`src/rtl/demux_param_nb_if.sv`:
```
// rtl/demux_param_nb_if.sv - word-in / slice-out handshake bundle for demux_param_nb (out_par only with DEMUX_PARITY_EN)
interface demux_param_nb_if #(
    parameter int IN_W  = 32,
    parameter int OUT_W = 8
);
    logic [IN_W-1:0]  in_data;
    logic             in_valid;
    logic             in_ready;
    logic [OUT_W-1:0] out_data;
    logic             out_valid;
    logic             out_ready;
    logic             out_last;
    logic             busy;
`ifdef DEMUX_PARITY_EN
    logic             out_par;

    modport master (
        output in_data, in_valid, out_ready,
        input  in_ready, out_data, out_valid, out_last, busy, out_par
    );

    modport slave (
        input  in_data, in_valid, out_ready,
        output in_ready, out_data, out_valid, out_last, busy, out_par
    );
`else
    modport master (
        output in_data, in_valid, out_ready,
        input  in_ready, out_data, out_valid, out_last, busy
    );

    modport slave (
        input  in_data, in_valid, out_ready,
        output in_ready, out_data, out_valid, out_last, busy
    );
`endif
endinterface

```
`src/rtl/demux_param_nb.sv`:
```
// rtl/demux_param_nb.sv - wide-to-narrow serializer with 2-word input buffer; DEMUX_PARITY_EN adds registered slice parity out_par
module demux_param_nb #(
    parameter int IN_W      = 32,
    parameter int OUT_W     = 8,
    parameter bit MSB_FIRST = 1'b1
) (
    input  logic           clk_4f,
    input  logic           reset,
    demux_param_nb_if.slave bus
);
    localparam int RATIO = IN_W / OUT_W;
    localparam int IDX_W = $clog2(RATIO);
    localparam logic [IDX_W-1:0] LAST_IDX = IDX_W'(RATIO - 1);

    generate
        if ((IN_W % OUT_W) != 0 || RATIO < 2) begin : g_bad_params
            $error("demux_param_nb: IN_W must be a multiple of OUT_W with ratio >= 2");
        end
    endgenerate

    logic [IN_W-1:0]  fifo_mem [2];
    logic             wr_ptr;
    logic             rd_ptr;
    logic [1:0]       count;
    logic [IDX_W-1:0] idx;

    logic [OUT_W-1:0] out_data_q;
    logic             out_valid_q;
    logic             out_last_q;

    logic             push;
    logic             load;
    logic             last_slice;
    logic             pop;
    logic [IDX_W-1:0] sel;
    logic [IN_W-1:0]  head_shifted;
    logic [OUT_W-1:0] slice;

    assign bus.in_ready = (count != 2'd2) && !reset;
    assign push         = bus.in_valid && bus.in_ready;
    assign load         = (!out_valid_q || bus.out_ready) && (count != 2'd0);
    assign last_slice   = (idx == LAST_IDX);
    assign pop          = load && last_slice;

    // Slice 0 sits at the top of the word when MSB_FIRST, otherwise at the bottom.
    assign sel          = MSB_FIRST ? (LAST_IDX - idx) : idx;
    assign head_shifted = fifo_mem[rd_ptr] >> (int'(sel) * OUT_W);
    assign slice        = head_shifted[OUT_W-1:0];

    always_ff @(posedge clk_4f) begin
        if (push) begin
            fifo_mem[wr_ptr] <= bus.in_data;
        end
    end

    always_ff @(posedge clk_4f) begin
        if (reset) begin
            wr_ptr <= 1'b0;
            rd_ptr <= 1'b0;
            count  <= 2'd0;
        end else begin
            if (push) begin
                wr_ptr <= ~wr_ptr;
            end
            if (pop) begin
                rd_ptr <= ~rd_ptr;
            end
            case ({push, pop})
                2'b10:   count <= count + 2'd1;
                2'b01:   count <= count - 2'd1;
                default: count <= count;
            endcase
        end
    end

    always_ff @(posedge clk_4f) begin
        if (reset) begin
            idx <= '0;
        end else if (load) begin
            idx <= last_slice ? '0 : idx + 1'b1;
        end
    end

    // The output register holds its value under backpressure because load is false then.
    always_ff @(posedge clk_4f) begin
        if (reset) begin
            out_data_q  <= '0;
            out_valid_q <= 1'b0;
            out_last_q  <= 1'b0;
        end else if (load) begin
            out_data_q  <= slice;
            out_valid_q <= 1'b1;
            out_last_q  <= last_slice;
        end else if (out_valid_q && bus.out_ready) begin
            out_data_q  <= '0;
            out_valid_q <= 1'b0;
            out_last_q  <= 1'b0;
        end
    end

`ifdef DEMUX_PARITY_EN
    logic out_par_q;

    always_ff @(posedge clk_4f) begin
        if (reset) begin
            out_par_q <= 1'b0;
        end else if (load) begin
            out_par_q <= ^slice;
        end else if (out_valid_q && bus.out_ready) begin
            out_par_q <= 1'b0;
        end
    end

    assign bus.out_par = out_par_q;
`endif

    assign bus.out_data  = out_data_q;
    assign bus.out_valid = out_valid_q;
    assign bus.out_last  = out_last_q;
    assign bus.busy      = (count != 2'd0) || out_valid_q;
endmodule
```
`src/flat_wrapper.sv`:
```
// flat-port wrapper written by rule: the top's interface ports become plain ports
module demux_param_nb_flat 
#(
    parameter int IN_W      = 32,
    parameter int OUT_W     = 8,
    parameter bit MSB_FIRST = 1'b1
)
  (clk_4f, reset, bus_in_data, bus_in_valid, bus_out_ready, bus_in_ready, bus_out_data, bus_out_valid, bus_out_last, bus_busy);
  demux_param_nb_if #(.IN_W(IN_W), .OUT_W(OUT_W)) bus_i ();
  input  logic clk_4f;
  input  logic reset;
  input wire logic [$bits(bus_i.in_data)-1:0] bus_in_data;
  input wire logic [$bits(bus_i.in_valid)-1:0] bus_in_valid;
  input wire logic [$bits(bus_i.out_ready)-1:0] bus_out_ready;
  output wire logic [$bits(bus_i.in_ready)-1:0] bus_in_ready;
  output wire logic [$bits(bus_i.out_data)-1:0] bus_out_data;
  output wire logic [$bits(bus_i.out_valid)-1:0] bus_out_valid;
  output wire logic [$bits(bus_i.out_last)-1:0] bus_out_last;
  output wire logic [$bits(bus_i.busy)-1:0] bus_busy;
  assign bus_i.in_data = bus_in_data;
  assign bus_i.in_valid = bus_in_valid;
  assign bus_i.out_ready = bus_out_ready;
  assign bus_in_ready = bus_i.in_ready;
  assign bus_out_data = bus_i.out_data;
  assign bus_out_valid = bus_i.out_valid;
  assign bus_out_last = bus_i.out_last;
  assign bus_busy = bus_i.busy;
  demux_param_nb #(.IN_W(IN_W), .OUT_W(OUT_W), .MSB_FIRST(MSB_FIRST)) u_core (.clk_4f(clk_4f), .reset(reset), .bus(bus_i));
endmodule
```
`config.mk`:
```
export PLATFORM = sky130hd
export DESIGN_NAME = demux_param_nb_flat
export DESIGN_NICKNAME = d
export VERILOG_FILES = /design/src/rtl/demux_param_nb_if.sv /design/src/rtl/demux_param_nb.sv /design/src/flat_wrapper.sv
export SDC_FILE = /design/constraint.sdc
export NUM_CORES = 1
export LEC_CHECK = 0
export CAP_MARGIN = 10
export CELL_PAD_IN_SITES_DETAIL_PLACEMENT = 2
export CELL_PAD_IN_SITES_GLOBAL_PLACEMENT = 2
export CORE_AREA = 2 2 94 96
export DETAILED_ROUTE_END_ITERATION = 10
export DIE_AREA = 0 0 96 98
export PLACE_DENSITY_LB_ADDON = 0.1
export SYNTH_ARGS = -nofsm -noshare
export SYNTH_HDL_FRONTEND = slang
export SYNTH_SLANG_ARGS = --single-unit
```
`constraint.sdc`:
```
create_clock -name clk_4f -period 3 [get_ports clk_4f]
set_input_delay 0.75 -clock clk_4f [delete_from_list [all_inputs] [get_ports clk_4f]]
set_output_delay 0.75 -clock clk_4f [all_outputs]
set_load 0.005 [all_outputs]
```
## After elaboration in Yosys (flattened, before gate mapping)

Memory sizes are Yosys's and may differ from the RTL's. A register that Yosys moved wholly into a read port is not among the register bits.
Cells that the tools add are included.

| storage, ports and cells | value |
|---|---|
| register bits | 16 |
| bits in writable memories | 64 |
| bits of input ports | 36 |
| logic and storage cells | 42 |
| memories | 1 |

| operators by class | value |
|---|---|
| add/subtract/negate cells | 4 |
| equal/unequal tests | 4 |
| shift operators | 1 |
| mux-type cells | 11 |
| bitwise operators | 2 |
| reduce and logical (&&, ||, !) cells | 12 |

Memory list:

| name | depth | width | read ports | clocked after memory_dff | write ports | line | source |
|---|---|---|---|---|---|---|---|
| u_core.fifo_mem | 2 | 32 | 1 | 1 | 1 | demux_param_nb.sv:21 | `logic [IN_W-1:0] fifo_mem [2];` |

Operators with widths:

| operator | number |
|---|---|
| $shr A32 B5 Y8 | 1 |
| $mux W8 | 2 |
| $mux W1 | 7 |
| $reduce_bool A2 Y1 | 3 |
| $logic_and A1 B1 Y1 | 5 |
| $add A2 B1 Y2 const B | 2 |
| $eq A2 B2 Y1 const B | 2 |
| $pmux W2 S2 | 1 |
| $eq A2 B1 Y1 const B | 1 |
| $logic_not A1 Y1 | 2 |
| $logic_or A1 B1 Y1 | 2 |
| $mux W2 | 1 |
| $ne A2 B2 Y1 const B | 1 |
| $not A1 Y1 | 2 |
| $sub A2 B1 Y2 const B | 1 |
| $sub A2 B2 Y2 const A | 1 |

## Logic depth before layout (Yosys ltp)

| logic depth | value |
|---|---|
| word-level depth | 6 |
| gate-level depth with buffers | 7 |
| mapped depth without buffers | 7 |

## Worst setup path after synthesis

Ideal clock, no wire load.

| timing | value |
|---|---|
| path kind | input to register |
| start point | input port reset |
| end point | memory u_core.fifo_mem[0][0], enable pin |
| library setup time | 0.387 ns |
| arrival time | 1.928 ns |
| setup slack | 0.685 ns |
| stages | 2 |
| buffers on the path | 0 |
| path through | or4_1 inv_1 |

| on the way | value |
|---|---|
| longest elaborated chain between the ends | 5 |

RTL lines:

| what | line | source |
|---|---|---|
| from (decl) | flat_wrapper.sv:11 | `input logic reset;` |
| $logic_not A1 Y1 | demux_param_nb.sv:39 | `assign bus.in_ready = (count != 2'd2) && !reset;` |
| $logic_and A1 B1 Y1 | demux_param_nb.sv:39 |  |
| $logic_and A1 B1 Y1 | demux_param_nb.sv:40 | `assign push = bus.in_valid && bus.in_ready;` |
| $mux W1 | demux_param_nb.sv:51 | `if (push) begin` |
| $mux W1 (implied by the code) | demux_param_nb.sv:52 | `fifo_mem[wr_ptr] <= bus.in_data;` |
| to (decl) | demux_param_nb.sv:21 |  |

No other way between the ends.

## Final worst setup path

| timing | value |
|---|---|
| start point | input port reset |
| end point | output port bus_in_ready |

| on the way | value |
|---|---|
| longest elaborated chain between the ends | 2 |

RTL lines:

| what | line | source |
|---|---|---|
| $logic_not A1 Y1 | demux_param_nb.sv:39 |  |
| $logic_and A1 B1 Y1 | demux_param_nb.sv:39 |  |
| to (decl) | flat_wrapper.sv:15 | `output wire logic [$bits(bus_i.in_ready)-1:0] bus_in_ready;` |

No other way between the ends.

==> key figures <==
Setup path
  • CP peak stage delay: 0.52 ns
  • Class of the most critical setup path: in2out
  • Crit start category: input pin
  • CP Max Fanout: 4
  • Worst-path cell chain: clkdlybuf4s50_1, nor2_1, clkdlybuf4s50_1
  • Crit end category: output port
  • Top cell by count, worst path: clkdlybuf4s50_1
  • Required @ worst endpoint: 2.25 ns
  • Slowest CP cell: clkdlybuf4s50_1
  • Crit path DAT: 1.89 ns

Timing
  • Worst slew pin tran: ~1.0 ns
  • Max Clock Freq: between 0.3 and 0.4 GHz
  • Tcrit/Tclk final: 88.04%
  • TNS Setup: 0 ns
  • Hold slack: slightly below 0.5 ns
  • Final-report hold violation count: 0
  • Final Critical Period: 2.641 ns
  • Setup violators final: 0
  • Worst Skew: 0.007884 ns
  • Fin. max-slew vios: 0
  • Slew headroom: 30.43%
  • RSZ-0062 raised after global routing: no

Layout
  • Most common cell after layout, fill and taps aside: edfxtp_1
  • Fill cells: 787
  • Share of layout cells above drive strength 1: 11.29%
  • Nets: 282
  • Most frequent cells in the layout: 64 x edfxtp_1, 47 x clkdlybuf4s50_1, 32 x mux2i_1
  • Area grow syn2layout: 24.61%
  • # diodes: 0
  • Final Util: 46.32%
  • Reg area: 2263 um^2
  • Area of the multi-input gates: 819.5 um^2
  • Post-route cell area: 3921 um^2

Global route
  • Vias in the first global route: between 2000 and 2500
  • Initial antenna violation count: 0
  • Largest net degree at the start of global routing: 33
  • Tot GR Track Use: 16.62%
  • First-pass GRT wire length: between 10000 and 15000 um
  • GR Overflow Total: 0

Placement
  • Post-place instance area: 3735 um^2
  • DP Wirelength: approximately 5000 um
  • Buffers on Ports: 47
  • Placer Congestion: 0.7448

Routing
  • # DRC: 0
  • Final ANT Viol Nets: 0
  • WL final: about 7300 um
  • DR iter-0 viols: 52
  • Wire per inst: 20.46 um
  • Detailed Routing Iterations Pass 1: 4
  • Via count: 1838
  • Vias per inst: 5.163

Power and ir drop
  • Pwr Total: ~2.3 mW
  • Peak VDD IR: 214.8 uV
  • Pwr Density: 577.3 nW/um^2
  • Leakage: 1.243 nW

Die
  • Full die area: ~9400 um^2
  • I/O pin cnt: 48
  • DIE WIDTH: 96 um
  • FP Rows: 34
  • Die Ht: just under 100 um
  • Core area: ~8500 um^2
  • Initial core utilization: 37.17%

Clocking
  • Htree depth: 3
  • Clock transition at path regs: 0.07 ns
  • CTS tree: done
  • Num CTS Buffers: 9
  • Clock tree sinks: 81
  • Hold-fix buffers at CTS: 0
  • Clock root cell: clkbuf_8
  • Max clock buf depth: 2
  • # resized after CTS: 0
  • Setup bufs post-CTS: 0
  • Clk_lat worst skew: 0.35 ns

Logic synthesis
  • Avg Cell Area, Syn: 16.39 um^2
  • Area of the mapped netlist: 3147 um^2
  • Synth Register Bits: 81
  • Synth cell types: 34
  • Yosys warns: 0
  • Seq/Total Area, Yosys: between 70% and 80%
  • Cells after synthesis: approximately 190
  • Post-Syn Nets: between 200 and 250

Run
  • Max-cap violations: 0

Run status
  • Status: completed

Hold path
  • Min-Delay Path Class: reg2reg
==> cells in the mapped netlist (all sizes together) <==
cell | number | area (um^2)
a21o | 1 | 7.510
xnor2 | 1 | 8.760
nand3 | 1 | 5.000
o31ai | 2 | 15.01
xor2 | 1 | 8.760
or4 | 3 | 22.52
o21ai | 4 | 20.02
nand2b | 1 | 6.260
nor2 | 4 | 17.52
buf | 5 | 38.78
or2 | 1 | 6.260
inv | 3 | 11.26
and3 | 1 | 6.260
dfxtp | 17 | 340.3
a21oi | 9 | 56.31
nor3 | 2 | 15.01
or3b | 1 | 8.760
nor2b | 4 | 25.02
mux2i | 32 | 320.3
clkbuf | 4 | 15.01
ha | 2 | 25.02
or3 | 3 | 23.77
and2 | 1 | 6.260
a22oi | 16 | 120.1
a32oi | 1 | 8.760
edfxtp | 64 | 1922
a32o | 8 | 86.33
==> routing by layer <==
layer	GRT usage (%)	vias up	wire length [um]
met1	21.03	924	3111
met5	0	-	0
li1	-	866	-
met2	27.51	38	3823
met3	2.855	10	206
met4	7.582	0	143
==> worst paths after layout <==
path / start / to / slack, ns / cells after the start
max: reset / bus_in_ready / 0.36 / 3
min: u_core.bus.out_data[2] / u_core.bus.out_data[2] / 0.49 / 1
max reg2reg: u_core.bus.out_valid / u_core.count[1] / 1.04 / 5
min reg2reg: u_core.bus.out_data[2] / u_core.bus.out_data[2] / 0.49 / 1
==> metrics by stage <==
stage,worst slack [ns],instances
CTS,0.3574,356
global placement,0.4002,341
finish,0.3588,356
global route,0.2973,356
floorplan,0.6850,192
detailed placement,0.2682,341
==> layout make-up <==
type                            count  area share (%)
Sequential cell                    81           57.72
Multi-Input combinational cell     99           20.90
Timing Repair Buffer               50           12.89
Tap cell                          108           3.446
Clock buffer                       10           3.255
Clock inverter                      5           1.500
Inverter                            3          0.2872
==> worst max-delay path: cells and delay by family <==
family / cells / cell delay, ns
buffers and inverters: 2 / 0.98
AND/OR/NAND/NOR: 1 / 0.16
==> state kept, by name, summed over array words and instances, names as in the netlist, named ones only <==
name                  count
u_core.rd_ptr             1
u_core.bus.out_data       8
u_core.bus.out_valid      1
u_core.bus.out_last       1
u_core.fifo_mem          64
u_core.count              2
u_core.wr_ptr             1
u_core.idx                2
==> cells by family (layout without fill, tap and decap cells) <==
kind of cell	Yosys count	count (layout)	synth area share [%]
adders and majority gates	2	2	0.7951
AOI/OAI and AO/OA	41	41	9.980
xor gates and xnor gates	2	2	0.5568
and+or+nand+nor	22	22	4.533
muxes	32	32	10.18
buffers and inverters	12	68	2.067
DFF	81	81	71.89
==> power by group <==
part	switching, mW	internal (mW)
clock	0.382	0.380
sequential	0.0254	1.26
combinational	0.102	0.113
total	0.510	1.75
Note: power is estimated with default switching activity, not from simulation.
